`config.mk`:
```
export PLATFORM = sky130hd
export DESIGN_NAME = sal_bank_ctrl
export DESIGN_NICKNAME = d
export VERILOG_FILES = /design/src/rtl/sal_bank_ctrl.sv
export SDC_FILE = /design/constraint.sdc
export NUM_CORES = 1
export LEC_CHECK = 0
export ABC_CLOCK_PERIOD_IN_PS = 4700
export CAP_MARGIN = 20
export CORE_UTILIZATION = 50
export DETAILED_ROUTE_END_ITERATION = 7
export GPL_ROUTABILITY_DRIVEN = 0
export PLACE_DENSITY = 0.79
export SYNTH_ARGS = -nofsm -noshare
export SYNTH_HDL_FRONTEND = slang
export SYNTH_SLANG_ARGS = --single-unit
```
`constraint.sdc`:
```
create_clock -name clk -period 4.7 [get_ports clk]
set_input_delay 0.94 -clock clk [delete_from_list [all_inputs] [get_ports clk]]
set_output_delay 0.94 -clock clk [all_outputs]
set_load 0.01 [all_outputs]
```
`src/rtl/sal_bank_ctrl.sv`:
```
// Per-bank DRAM command legality controller: bank FSM, timing counters, ready flags.
// Optional auto-precharge (RDA/WRA) is enabled by defining SAL_BANK_AUTO_PRE_EN.
module sal_bank_ctrl #(
  parameter int CNTR_WIDTH = 6,
  parameter int ROW_WIDTH  = 16,
  parameter int T_RCD      = 4,
  parameter int T_RAS      = 10,
  parameter int T_RTP      = 2,
  parameter int T_WR       = 6,
  parameter int T_RP       = 4,
  parameter int T_RFC      = 40
) (
  input  logic                 clk,
  input  logic                 rst_n,
  input  logic                 cmd_valid_i,
  input  logic [2:0]           cmd_i,
  input  logic [ROW_WIDTH-1:0] row_i,
  output logic                 act_ready_o,
  output logic                 rdwr_ready_o,
  output logic                 pre_ready_o,
  output logic                 ref_ready_o,
  output logic                 row_open_o,
  output logic [ROW_WIDTH-1:0] open_row_o,
  output logic                 err_o,
  output logic                 auto_pre_o
);

  localparam int W = CNTR_WIDTH;
  localparam logic [W-1:0] L_RCD = W'(T_RCD - 1);
  localparam logic [W-1:0] L_RAS = W'(T_RAS - 1);
  localparam logic [W-1:0] L_RTP = W'(T_RTP - 1);
  localparam logic [W-1:0] L_WR  = W'(T_WR - 1);
  localparam logic [W-1:0] L_RP  = W'(T_RP - 1);
  localparam logic [W-1:0] L_RFC = W'(T_RFC - 1);

`ifdef SAL_BANK_AUTO_PRE_EN
  localparam bit AP_EN = 1'b1;
`else
  localparam bit AP_EN = 1'b0;
`endif

  typedef enum logic [1:0] {
    S_CLOSED,
    S_OPEN,
    S_PRECH,
    S_REFR
  } state_t;

  state_t               st;
  logic [W-1:0]         rcd, ras, rtp, wr, rp, rfc;
  logic [ROW_WIDTH-1:0] row_q;
  logic                 err_q;
  logic                 ap_pend;

  logic is_act, is_rd, is_wr, is_pre, is_ref, is_rda, is_wra;
  logic idle_ok, act_ok, tmr_clr, ap_fire, rw_ok, pre_ok;
  logic legal, accept;
  logic do_act, do_rd, do_wr, do_pre, do_ref;

  function automatic logic [W-1:0] nxt(
    input logic [W-1:0] c,
    input logic         ld,
    input logic [W-1:0] t
  );
    logic [W-1:0] d;
    d = (c == '0) ? '0 : c - 1'b1;
    return ld ? ((c > t) ? c : t) : d;
  endfunction

  assign is_act = (cmd_i == 3'd0);
  assign is_rd  = (cmd_i == 3'd1);
  assign is_wr  = (cmd_i == 3'd2);
  assign is_pre = (cmd_i == 3'd3);
  assign is_ref = (cmd_i == 3'd4);
  assign is_rda = (cmd_i == 3'd5);
  assign is_wra = (cmd_i == 3'd6);

  assign idle_ok = (st == S_PRECH && rp == '0) ||
                   (st == S_REFR && rfc == '0);
  assign act_ok  = (st == S_CLOSED) || idle_ok;
  assign tmr_clr = (ras == '0) && (rtp == '0) && (wr == '0);
  // Column commands are held off in the cycle the bank precharges itself.
  assign ap_fire = (st == S_OPEN) && ap_pend && tmr_clr;
  assign rw_ok   = (st == S_OPEN) && (rcd == '0) && !ap_fire;
  assign pre_ok  = (st == S_OPEN) && tmr_clr && !ap_pend;

  always_comb begin
    legal = 1'b0;
    unique case (1'b1)
      is_act, is_ref: legal = act_ok;
      is_rd, is_wr:   legal = rw_ok;
      is_pre:         legal = pre_ok;
      is_rda, is_wra: legal = AP_EN && rw_ok;
      default:        legal = 1'b0;
    endcase
  end

  assign accept = cmd_valid_i && legal;
  assign do_act = accept && is_act;
  assign do_rd  = accept && (is_rd || is_rda);
  assign do_wr  = accept && (is_wr || is_wra);
  assign do_pre = accept && is_pre;
  assign do_ref = accept && is_ref;

  always_ff @(posedge clk or negedge rst_n) begin
    if (!rst_n) begin
      st    <= S_CLOSED;
      rcd   <= '0;
      ras   <= '0;
      rtp   <= '0;
      wr    <= '0;
      rp    <= '0;
      rfc   <= '0;
      row_q <= '0;
      err_q <= 1'b0;
    end else begin
      err_q <= cmd_valid_i && !legal;
      rcd   <= nxt(rcd, do_act, L_RCD);
      ras   <= nxt(ras, do_act, L_RAS);
      rtp   <= nxt(rtp, do_rd, L_RTP);
      wr    <= nxt(wr, do_wr, L_WR);
      rp    <= nxt(rp, do_pre || ap_fire, L_RP);
      rfc   <= nxt(rfc, do_ref, L_RFC);
      if (do_act) row_q <= row_i;
      unique case (st)
        S_OPEN: begin
          if (do_pre || ap_fire) st <= S_PRECH;
        end
        default: begin
          if (do_act)       st <= S_OPEN;
          else if (do_ref)  st <= S_REFR;
          else if (idle_ok) st <= S_CLOSED;
        end
      endcase
    end
  end

`ifdef SAL_BANK_AUTO_PRE_EN
  logic do_rwa;
  assign do_rwa = accept && (is_rda || is_wra);

  always_ff @(posedge clk or negedge rst_n) begin
    if (!rst_n)      ap_pend <= 1'b0;
    else if (ap_fire) ap_pend <= 1'b0;
    else if (do_rwa)  ap_pend <= 1'b1;
  end
`else
  assign ap_pend = 1'b0;
`endif

  assign act_ready_o  = act_ok;
  assign ref_ready_o  = act_ok;
  assign rdwr_ready_o = rw_ok;
  assign pre_ready_o  = pre_ok;
  assign row_open_o   = (st == S_OPEN);
  assign open_row_o   = row_q;
  assign err_o        = err_q;
  assign auto_pre_o   = ap_fire;

endmodule

```
# Yosys cells after proc, flatten, opt, wreduce, memory -nomap -nowiden
# Cells that the tools add are included.
# word_totals
ff_bits	55
latchBits	0
ram_bits	0
romBits	0
inputBits	22
out_inout_bits	23
memories	0
# op_classes
addsub	6
n_mul	0
n_div	0
magnitude_cmp	6
n_eq_ne	16
shift	0
muxes	24
bitwise	0
n_reduce_logical	30
# ops
operator	n
$mux 6	18
$logic_not 6->1	6
$sub 6x1->6 const B	6
$logic_and 1x1->1	13
$gt 6x2->1 const B	2
$ne 2x2->1 const B	6
$mux 2	5
$eq 3x3->1 const B	3
$eq 3x2->1 const B	2
$gt 6x1->1 const B	1
$gt 6x3->1 const B	1
$gt 6x4->1 const B	1
$gt 6x6->1 const B	1
$eq 2x2->1 const B	2
$logic_or 1x1->1	4
$reduce_bool 4->1	1
$reduce_or 2->1	2
$eq 3x1->1 const B	1
$logic_not 3->1	1
$pmux 1 s3	1
$eq 2x1->1 const B	1
$logic_not 2->1	1
$ne 2x1->1 const B	1
$reduce_and 2->1	1
$logic_not 1->1	1

# Longest topological paths before layout
# depth
depth_word	10
depth_mapped	9

# Least setup slack after synthesis
# OpenSTA, ideal clock, no wires.
# synth_path
kind	register -> output
startpoint	register ras[0]
endpoint	output port pre_ready_o
t_arrival_ns	1.605
setup_slack_ns	2.155
path_stages_with_launch	8
cell_sequence	dfrtp_1 > inv_1 > ha_1 > nor3b_1 > and2_1 > clkbuf_1 > nand3_1 > nor2_1
# synth_between
elab_chain_cells	4
# synth_lines
item	line	text
start, declared	50	logic [W-1:0] rcd, ras, rtp, wr, rp, rfc;
start signal, assigned	119	ras <= nxt(ras, do_act, L_RAS);
$logic_not 6->1	81	assign tmr_clr = (ras == '0) && (rtp == '0) && (wr == '0);
$logic_and 1x1->1 (2 in a row)	81	
$logic_and 1x1->1	85	assign pre_ok = (st == S_OPEN) && tmr_clr && !ap_pend;
end, declared	20	output logic pre_ready_o,
# No other way between the ends.

# Worst setup path in the final report
# Same ends and word-level chain as after synthesis.

==> impl_metrics.env <==
export IMPL_worst_pin_slew_ps=904
export IMPL_ys_warn_count=0
export IMPL_clkSlewWorstSetupHoldPaths_ps=90
export IMPL_synthTopCellsByArea="dfrtp_1 45%, mux2_2 9.7%, ha_1 6.2%"
export IMPL_path_cells="inv_1 -> ha_1 -> nor3b_1 -> and2_1 -> nand3_1 -> nor2_1 -> clkdlybuf4s50_1"
export IMPL_maxCapViolations=0
export IMPL_outcome="finished, final reports clean"
export IMPL_fin_setup_tns_ps=0
export IMPL_synth_seq_cells=55
export IMPL_port_buffers=43
export IMPL_fp_dieW_microns=79.8
export IMPL_drc_errors=0
export IMPL_critPathArrivalTime_ps=2540
export IMPL_worstSkewPairLatency_ps=310
export IMPL_cts_tree="yes"
export IMPL_first_pass_iters=4
export IMPL_vias_per_cell=5.68
export IMPL_worst_setup_path_end_kind="output pin"
export IMPL_relSlewSlack_pct=39.7
export IMPL_postCtsSetupBuffers=0
export IMPL_syn_area_sq_mm=0.00303
export IMPL_syn_to_final_growth_pct=19.1
export IMPL_dp_cells=400
export IMPL_first_global_vias=2154
export IMPL_synth_edff_count=0
export IMPL_core_sq_mm=0.00568
export IMPL_die_area_sq_mm=0.00637
export IMPL_skew_ps=8.14
export IMPL_antenna_found_initial=0
export IMPL_rows=27
export IMPL_grt_use_total_pct=19.3
export IMPL_initial_core_util_pct=53.3
export IMPL_start_kind="flop"
export IMPL_synth_fp_nets=331
export IMPL_finalWirelength_microns=5560
export IMPL_hold_viol=0
export IMPL_ys_seq_area_share_pct=45.5
export IMPL_period_needed_ps=3480
export IMPL_cts_sinks=55
export IMPL_finalSetupViolCount=0
export IMPL_pin_count=45
export IMPL_via_count=2312
export IMPL_synth_common_cells="55 x dfrtp_1, 28 x nor2_1, 26 x mux2_2"
export IMPL_finalNonFillerCells=407
export IMPL_final_max_slew_viol_count=0
export IMPL_fill_cells=457
export IMPL_min_path_type="flop to flop"
export IMPL_n_antenna_cell=0
export IMPL_synthDistinctLibCells=53
export IMPL_wl_per_cell_microns=13.7
export IMPL_power_leakage_nw=1.58
export IMPL_dieHeight_microns=79.8
export IMPL_multi_input_area_sq_mm=0.00151
export IMPL_grt_pass1_wl_microns=9610
export IMPL_initialDrtViolationCount=104
export IMPL_cpMaxStageDelayCell="clkdlybuf4s50_1"
export IMPL_overflow=0
export IMPL_max_clock_freq_mhz=287
export IMPL_powerDensity_mw_per_mm2=592
export IMPL_synth_most_common_cell="dfrtp_1"
export IMPL_cts_buffers=5
export IMPL_ys_async_sr_fraction_pct=100
export IMPL_rsz0062_at_grt="false"
export IMPL_synth_top_area_share_pct=45.5
export IMPL_seq_area_sq_mm=0.00138
export IMPL_cp_max_fo=7
export IMPL_clockBufferDepth=2
export IMPL_detailed_place_hpwl_microns=4140
export IMPL_fin_crit_sh_pct=74.1
export IMPL_yosys_area_top_type="dfrtp_1"
export IMPL_crit_type="flop to output pin"
export IMPL_clock_root_buffer="clkbuf_8"
export IMPL_layout_nets=372
export IMPL_synth_main_ff_cell="dfrtp_1"
export IMPL_grt_start_max_net_pins=56
export IMPL_critPathRequiredTime_ps=3760
export IMPL_htreeDepth=2
export IMPL_cpPeakStageDelay_ps=540
export IMPL_cts_resized=0
export IMPL_critPathBufInv=2
export IMPL_cp_top_family="simple AND/OR/NAND/NOR gates"
export IMPL_drive_above_1_share_pct=14.0
export IMPL_drt_antenna_violating_nets=0
export IMPL_ctsHoldBuffers=0
export IMPL_ir_drop_v=0.000294
export IMPL_synth_avg_cell_area_sq_um=10.3
export IMPL_syn_instance_count=294
## power breakdown
part | internal, mW | switching, mW
sequential | 0.697 | 0.211
combinational | 0.501 | 0.418
clock | 0.156 | 0.150
## worst register-to-register path, delay by kind of cell (launching register included)
family          cells  cell delay [ps]
compound gates      1              750
simple gates        2              460
flops               1              410
buf+inv             2              400
mux                 1              350
fa+ha+maj           1              170
## final cells by class
class / instances / share of cell area, %
Multi-Input combinational cell: 207 / 41.9
Sequential cell: 55 / 38.2
Timing Repair Buffer: 46 / 12.4
Tap cell: 72 / 2.50
Inverter: 20 / 2.08
Clock buffer: 5 / 1.91
Clock inverter: 2 / 1.04
## metrics by stage
stage	power, mW	instance area [sq um]	util [%]	hold slack [ps]	setup slack [ps]
6_report	2.13	3600	63.5	493	1220
5_1_grt	2.32	3600	63.5	529	1030
4_1_cts	2.15	3600	63.5	486	1190
3_5_place_dp	1.84	3500	61.6	473	1180
3_3_place_gp	1.79	3500	61.6	463	1290
2_1_floorplan	1.53	3030	-	448	2160
## final timing paths
path                                     from                    endpoint  slack, ps  cells past startpoint
max                        ras[0]$_DFFE_PN0P_                 pre_ready_o       1220                      7
min                        rtp[4]$_DFFE_PN0P_          rtp[4]$_DFFE_PN0P_        490                      1
max reg2reg                rfc[0]$_DFFE_PN0P_  open_row_o[11]$_DFFE_PN0N_       2060                      7
min reg2reg                rtp[4]$_DFFE_PN0P_          rtp[4]$_DFFE_PN0P_        490                      1
max in group asynchronous               rst_n          rfc[3]$_DFFE_PN0P_       3510                      2
min in group asynchronous               rst_n          rtp[5]$_DFFE_PN0P_        750                      2
## per-layer routing
metal / global-route usage (%) / vias to the layer above / share of wire (%)
li1: - / 1134 / -
met1: 24.3 / 1123 / 46
met2: 33.6 / 49 / 48
met3: 3.31 / 6 / 4.8
met4: 5.89 / 0 / 1.2
met5: 0 / - / 0
## registers in the layout (all words and copies together), names as in the netlist
| name | count |
|---|---|
| open_row_o | 16 |
| st | 2 |
| rcd | 6 |
| wr | 6 |
| rtp | 6 |
| rfc | 6 |
| rp | 6 |
| ras | 6 |
| err_o | 1 |
## cell families (layout without fill, tap and decap cells)
family	Yosys count	in the layout	share of synthesized area (%)
AND/OR/NAND/NOR	111	111	21.8
flip-flops	55	55	45.5
buffers and inverters	32	73	4.76
other	1	1	0.124
adder cells (fa/ha/maj)	15	15	6.20
AO/OA/AOI/OAI	51	51	11.0
multiplexers	28	28	10.4
XOR/XNOR	1	1	0.290
## layout by cell type (no fill, tap or decap), types with 8 or more instances in the layout
cell type / count
ha_1: 15
inv_1: 20
nand3_1: 8
dfrtp_1: 55
mux2_2: 26
nor4_1: 8
o21ai_0: 23
nand2_1: 18
nor2_1: 28
clkdlybuf4s50_1: 42
No activity file was read; power rests on OpenSTA's default activity.
